**config.mk**
```make
export PLATFORM = sky130hd
export DESIGN_NAME = dual_prio_serializer
export DESIGN_NICKNAME = d
export VERILOG_FILES = /design/src/rtl/dpe_pkg.sv /design/src/rtl/prio_enc_12.sv /design/src/rtl/dual_prio_serializer.sv
export SDC_FILE = /design/constraint.sdc
export NUM_CORES = 1
export LEC_CHECK = 0
export CORE_ASPECT_RATIO = 1.4
export CORE_MARGIN = 5
export CORE_UTILIZATION = 45
export DETAILED_ROUTE_END_ITERATION = 10
export HOLD_SLACK_MARGIN = 0.1
export PLACE_DENSITY = 0.73
export SLEW_MARGIN = 20
export SYNTH_ARGS = -nofsm -noshare
export SYNTH_HDL_FRONTEND = slang
export SYNTH_SLANG_ARGS = --single-unit
```
**constraint.sdc**
```tcl
create_clock -name clk -period 2.66 [get_ports clk]
set_input_delay 0.532 -clock clk [delete_from_list [all_inputs] [get_ports clk]]
set_output_delay 0.532 -clock clk [all_outputs]
set_load 0.02 [all_outputs]
```
**src/rtl/dpe_pkg.sv**
```systemverilog
// rtl/dpe_pkg.sv - shared widths, FSM state type and bit/code helpers for dual_prio_serializer
package dpe_pkg;

    localparam int REQ_W = 12;
    localparam int CODE_W = 4;
    localparam logic [CODE_W-1:0] CODE_NONE = '0;

    typedef enum logic {
        ST_IDLE = 1'b0,
        ST_BUSY = 1'b1
    } state_t;

    // Turn a code back into the single request bit it names; CODE_NONE names no bit.
    function automatic logic [REQ_W-1:0] code_mask(input logic [CODE_W-1:0] code);
        code_mask = '0;
        if (code != CODE_NONE) begin
            code_mask = REQ_W'(1) << (code - CODE_W'(1));
        end
    endfunction

    // Number of set bits in a request vector; twelve always fits in a code-wide field.
    function automatic logic [CODE_W-1:0] popcount(input logic [REQ_W-1:0] vec);
        popcount = '0;
        for (int i = 0; i < REQ_W; i++) begin
            popcount = popcount + CODE_W'(vec[i]);
        end
    endfunction

endpackage

```
**src/rtl/prio_enc_12.sv**
```systemverilog
// rtl/prio_enc_12.sv - combinational 12-bit priority encoder, bit 11 wins, code 0 means none
module prio_enc_12
    import dpe_pkg::*;
(
    input  logic [REQ_W-1:0]  vec,
    output logic [CODE_W-1:0] code
);

    // Scan upward so the highest set bit is the last one to overwrite the result.
    always_comb begin
        code = CODE_NONE;
        for (int i = 0; i < REQ_W; i++) begin
            if (vec[i]) begin
                code = CODE_W'(i + 1);
            end
        end
    end

endmodule

```
**src/rtl/dual_prio_serializer.sv**
```systemverilog
// rtl/dual_prio_serializer.sv - drains a request vector two priority codes per beat; optional DPE_CNT_EN adds cnt
module dual_prio_serializer
    import dpe_pkg::*;
(
    input  logic              clk,
    input  logic              reset,
    input  logic              req_valid,
    output logic              req_ready,
    input  logic [REQ_W-1:0]  req,
    output logic              code_valid,
    input  logic              code_ready,
    output logic [CODE_W-1:0] first,
    output logic [CODE_W-1:0] second,
    output logic              last,
`ifdef DPE_CNT_EN
    output logic [CODE_W-1:0] cnt,
`endif
    output logic              busy
);

    state_t            state_q;
    state_t            state_d;
    logic [REQ_W-1:0]  pending_q;
    logic [REQ_W-1:0]  pending_d;
    logic [REQ_W-1:0]  masked_first;
    logic [REQ_W-1:0]  remaining;
    logic [CODE_W-1:0] first_code;
    logic [CODE_W-1:0] second_code;
    logic              load;

    prio_enc_12 u_enc_first (
        .vec  (pending_q),
        .code (first_code)
    );

    assign masked_first = pending_q & ~code_mask(first_code);

    prio_enc_12 u_enc_second (
        .vec  (masked_first),
        .code (second_code)
    );

    // What is left once this beat's two winners are gone; empty means this beat is the last.
    assign remaining = masked_first & ~code_mask(second_code);

    // Only non-zero vectors start a burst; zero vectors are accepted and dropped in IDLE.
    assign load = (state_q == ST_IDLE) && req_valid && (req != '0);

    // Next-state and pending update: load in IDLE, retire two bits per consumed beat in BUSY.
    always_comb begin
        state_d   = state_q;
        pending_d = pending_q;
        case (state_q)
            ST_IDLE: begin
                if (load) begin
                    pending_d = req;
                    state_d   = ST_BUSY;
                end
            end
            ST_BUSY: begin
                if (code_ready) begin
                    pending_d = remaining;
                    if (remaining == '0) begin
                        state_d = ST_IDLE;
                    end
                end
            end
            default: begin
                state_d   = ST_IDLE;
                pending_d = '0;
            end
        endcase
    end

    // State and pending register; reset discards any burst in flight.
    always_ff @(posedge clk) begin
        if (reset) begin
            state_q   <= ST_IDLE;
            pending_q <= '0;
        end else begin
            state_q   <= state_d;
            pending_q <= pending_d;
        end
    end

    // Every output is decoded from the registered state and pending bits only.
    always_comb begin
        req_ready  = (state_q == ST_IDLE);
        code_valid = (state_q == ST_BUSY);
        busy       = (state_q == ST_BUSY);
        first      = first_code;
        second     = second_code;
        last       = (pending_q != '0) && (remaining == '0);
    end

`ifdef DPE_CNT_EN
    // Popcount of the most recently loaded vector, held until the next load.
    always_ff @(posedge clk) begin
        if (reset) begin
            cnt <= '0;
        end else if (load) begin
            cnt <= popcount(req);
        end
    end
`endif

endmodule

```
# == Yosys cells after proc, flatten, opt, wreduce, memory -nomap -nowiden ==
# Cells that the tools add are included.
# totals
regBits,13
out_inout_bits,12
# classes
add_sub_neg,2
n_eq_ne,2
n_shift,2
n_mux,33
n_bitwise,5
reduce_logical,9
# ops
operator,count
$mux 12,4
$mux 4,10
$and 12x12->12,2
$mux 3,8
$not 12->12,2
$pmux 12 s2,1
$reduce_bool 12->1,2
$shl 1x4->12 const A,2
$logic_not 12->1,1
$mux 2,4
$reduce_bool 4->1,2
$sub 4x1->4 const B,2
$mux 1,5
$logic_and 1x1->1,3
$ne 2x1->1 const B,1
$ne 2x2->1 const B,1
$pmux 1 s2,1
$reduce_and 2->1,1
$not 1->1,1

# == Longest topological paths before layout ==
# depth
depth_word,38
ltp_mapped,10
ltp_nobuf,8

# == Cells and area by module ==
# Synthesis repeated with hierarchy kept, for this count alone.
# unflattened
hier_cells,177
hier_area_um2,1257.5
# modules_own_cells
module,n_inst,cells_per_inst,area_each_um2
dual_prio_serializer,1,141,1057.3
prio_enc_12,2,18,100.1

# == Least setup slack after synthesis ==
# OpenSTA, ideal clock, no wires.
# synth_path
path_type,register to output
start,register pending_q[7]
end,output last
arrival_ns,2.663
t_required_ns,2.128
setup_slack_ns,-0.535
stages_incl_launch_ff,11
n_path_buf,2
path_cell_list,dfxtp_1 > buf_6 > or4_4 > buf_6 > o31ai_2 > o311ai_1 > and2_1 > a41o_1 > o22ai_1 > nand3_1 > nor3_1
# synth_between
elab_chain_len,29
# synth_rtl
element,line,text
"start, declared",dual_prio_serializer.sv:23,logic [REQ_W-1:0] pending_q;
"start signal, assigned",dual_prio_serializer.sv:82,pending_q <= pending_d;
$mux 4 (5 in a row),prio_enc_12.sv:13,if (vec[i]) begin
$sub 4x1->4,dpe_pkg.sv:17,code_mask = REQ_W'(1) << (code - CODE_W'(1));
$shl 1x4->12,dpe_pkg.sv:17,
$mux 12,dpe_pkg.sv:16,if (code != CODE_NONE) begin
$not 12->12,dual_prio_serializer.sv:36,assign masked_first = pending_q & ~code_mask(first_code);
$and 12x12->12 *,dual_prio_serializer.sv:36,
$mux 1,prio_enc_12.sv:13,
$mux 2 (2 in a row),prio_enc_12.sv:13,
[9 not listed],n/a,
named net second[0],dual_prio_serializer.sv:13,"output logic [CODE_W-1:0] second,"
$sub 4x1->4,dpe_pkg.sv:17,
$shl 1x4->12,dpe_pkg.sv:17,
$mux 12 *,dpe_pkg.sv:16,
$not 12->12 *,dual_prio_serializer.sv:44,assign remaining = masked_first & ~code_mask(second_code);
$and 12x12->12 *,dual_prio_serializer.sv:44,
$logic_not 12->1 *,dual_prio_serializer.sv:93,last = (pending_q != '0) && (remaining == '0);
$logic_and 1x1->1 *,dual_prio_serializer.sv:93,
"end, declared",dual_prio_serializer.sv:14,"output logic last,"
# Mark *: on every way through the listed nets, which the timed path passes. The rest lies on a longest branch.

# == Worst setup path after layout ==
# layout_path
start,register pending_q[7]
end,output last
# layout_between
elab_chain_len,29
# layout_rtl
element,line
$mux 4 (5 in a row),prio_enc_12.sv:13
$sub 4x1->4,dpe_pkg.sv:17
$shl 1x4->12,dpe_pkg.sv:17
$mux 12,dpe_pkg.sv:16
$not 12->12,dual_prio_serializer.sv:36
$and 12x12->12,dual_prio_serializer.sv:36
$mux 1,prio_enc_12.sv:13
$mux 2 (2 in a row),prio_enc_12.sv:13
$mux 3 (4 in a row),prio_enc_12.sv:13
$mux 4 (5 in a row),prio_enc_12.sv:13
$sub 4x1->4,dpe_pkg.sv:17
$shl 1x4->12,dpe_pkg.sv:17
$mux 12,dpe_pkg.sv:16
$not 12->12,dual_prio_serializer.sv:44
$and 12x12->12,dual_prio_serializer.sv:44
$logic_not 12->1,dual_prio_serializer.sv:93
$logic_and 1x1->1 *,dual_prio_serializer.sv:93
# Mark *: on every way between the ends. The rest lies on a longest branch, timed or not.

==> flow_summary.ini <==
[cells_and_area]
finish.utilization = 0.7988
n_antenna_cell = 0
final_layout_size_suffix_gt1_frac = 0.4039
nets = 272
syn_to_final_growth_pct = 70.23
fin_cells = 291
fin_area_mm2 = 0.002111
n_fill_cell = 196

[hold_path]
hold_start = busy$_SDFF_PP0_
whs_endpoint = busy$_SDFF_PP0_
hold_class = reg -> reg
hold_depth = 3

[critical_path]
critPathCaptureType = primary output
crit_fanout = 6
cp-start-kind = flop
worstRegToRegCells = 9
r2r_end = busy$_SDFF_PP0_
critical_path_class = reg -> out
cp_data_required_time_ns = 2.13
reg2reg_slack_ns = 0.09
cp.arrival_ns = 2.60
reg2reg_from = pending_q[7]$_SDFFE_PP0P_

[logic_synthesis]
synth_top_family_by_area = compound AO/OA/AOI/OAI gates
netlist_instances = 175
synth.distinct_cells = 53
yosys_most_used_dff = dfxtp_1
synth_warnings = 0
synth-simple-area-share = 0.3128
ys_seq_area_frac = 0.2099
netlist_area_mm2 = 0.001240
avgSynthCellArea_um2 = 7.085
synth-seq-cells = 13
synthArstFlopShare = 0
synth_edf_count = 0
syn-num-nets = 191
synth-compound-area-share = 0.3845
synth_fa_ha_area_frac = 0.009082
synth.area.mux_share = 0
synth_xor_area_frac = 0

[global_route]
grt_max_degree = 15
grt.total_usage = 0.2700
antenna_found_initial = 0
grt_pass1_wl_um = 8004
overflow = 0
first_global_vias = 1722

[power]
clkPwrFrac = 0.125
p_per_area_mw_per_mm2 = 451.4
internal-power_mw = 0.5731
comb_power_share = 0.637
power_switching_mw = 0.3797
leakage_nw = 0.8956
switching_share = 0.3985
power_frac_seq = 0.238
max-vdd-ir-drop_v = 0.0004713
power_mw = 0.9528

[sta]
slew_violations = 0
setup_viol_count_final = 3
finalCriticalPeriod_ns = 3.128
tns_ns = -0.9538
rsz0062_at_grt = yes
hold-worst-slack_ns = 0.6377
skew_ns = 0.006712
fin_ws_ns = -0.4679
period_share = 1.176
finalHoldViolCount = 0
worst_pin_slew_ns = 0.4861
timing.fmax_ghz = 0.3197
maxSlewHeadroom = 0.6749

[placed_design]
placed_cells = 283
hpwl_um = 3871
numPortBuffers = 27
post-place-ws_ns = -0.6884
postPlaceCellArea_mm2 = 0.001951
globalplace.congestion = 1.005

[floorplan]
dieArea_mm2 = 0.003920
core.rowCount = 22
die_y_um = 72.11
pin_count = 28
start_util = 0.4692
core_area_mm2 = 0.002643
die_x_um = 54.37

[clock_network]
cts_tree = done
clkTransAtPathRegs_ns = 0.08
cts_buffer_depth = 2
clock_latency_ns = 0.27
hold_buffers = 0
htreeDepth = 1
root_buffer = clkbuf_4
clock-sinks = 13
cts_made_buffers = 3

[routing]
ant_nets = 0
detail_route.wl_per_cell_um = 17.09
drc = 0
initialDrtViolationCount = 64
first_pass_iters = 4
routed_wl_um = 4972
vias_per_cell = 6.055
vias = 1762

[outcome]
violations = negative setup slack
outcome = complete, but fails checks

[run]
max_cap_violations = 0
worst max path at each step:
stage                              start  slack (ns)  cells past startpoint    to
2_1_floorplan  pending_q[7]$_SDFFE_PP0P_       -0.18                     10  last
3_3_place_gp   pending_q[9]$_SDFFE_PP0P_       -0.62                      9  last
3_5_place_dp   pending_q[9]$_SDFFE_PP0P_       -0.69                      9  last
6_report       pending_q[7]$_SDFFE_PP0P_       -0.47                      9  last
5_1_grt        pending_q[7]$_SDFFE_PP0P_       -0.57                      9  last
4_1_cts        pending_q[9]$_SDFFE_PP0P_       -0.52                      9  last
critical path, cell delays in order (launching register included):
cell and delay, ns:
dfxtp_2 0.33, or4_4 0.62, o31a_1 0.36, o311ai_4 0.36, and2_1 0.18, a41o_2 0.11
o22ai_2 0.08, nand3_2 0.09, nor3_4 0.04, buf_6 0.15
final cells by class:
type	count	area, um^2	share of cell area
clock buffer	4	26.28	0.01245
inverter	7	26.28	0.01245
multi-input combinational	140	997.2	0.4724
sequential	13	269.0	0.1274
tap	36	45.04	0.02134
timing repair buffer	91	747.0	0.3539
state kept, by name, indices dropped and copies added, names as in the netlist:
name	flops
busy	1
pending_q	12
metal layers:
| metal | track usage | share of wire | up-vias |
|---|---|---|---|
| li1 | - | - | 832 |
| met1 | 0.3073 | 0.39 | 833 |
| met2 | 0.4607 | 0.51 | 81 |
| met3 | 0.04107 | 0.050 | 16 |
| met4 | 0.1496 | 0.044 | 0 |
| met5 | 0 | 0 | - |
Yosys cell counts, types with 2 or more instances:
cell       instances  share of area
a221oi_1           3          0.021
buf_2              2         0.0081
nand2b_1           3          0.015
nor4_1             5          0.025
o31ai_1            3          0.018
nor3_1             6          0.024
o21a_1             2          0.012
nand2_1            9          0.027
nor2_1            30          0.091
inv_1              7          0.021
a2111oi_0          2          0.014
o211ai_1           2          0.012
o31a_1             5          0.035
clkbuf_1           9          0.027
and2_1             5          0.025
a22oi_1            4          0.024
a31oi_1            5          0.025
buf_6              2          0.018
dfxtp_1           13           0.21
o21ai_0            7          0.028
nand3_1            5          0.020
nand3b_1           2          0.012
o311ai_1           2          0.014
a21oi_1           13          0.052
repair_timing:
action,CTS,global route
setup endpoints to repair,7,10
gates cloned,0,0
setup buffers,4,2
gates resized for setup,42,19
pin swaps,7,7
cells in the final DEF, fill, tap and decap left out, drive strengths merged, types with 2 or more instances in the layout:
cell,n
clkdlybuf4s50,19
o311ai,2
buf,68
o31a,5
a31oi,5
nand3,5
a22oi,4
nor4,6
a21oi,13
o21a,2
o21ai,8
or4,2
a221oi,3
or3,2
and2,5
nand2,9
dfxtp,13
inv,7
nand2b,3
o31ai,5
clkbuf,7
a2111oi,2
nor2,30
o211ai,2
nand3b,2
nor3,6
power groups by stage:
stage / clock, mW / combinational (mW) / sequential [mW]
2_1_floorplan: 0 / 0.279 / 0.227
4_1_cts: 0.123 / 0.583 / 0.225
5_1_grt: 0.137 / 0.648 / 0.229
6_report: 0.119 / 0.607 / 0.226
3_3_place_gp: 0 / 0.539 / 0.229
3_5_place_dp: 0 / 0.546 / 0.230
cells by family (layout without fill, tap and decap cells):
family / Yosys count / after routing
and+or+nand+nor: 75 / 75
AOI/OAI and AO/OA: 64 / 64
buffers and inverters: 22 / 102
DFF: 13 / 13
adders and majority gates: 1 / 1
Power figures use the tool's default switching activity.
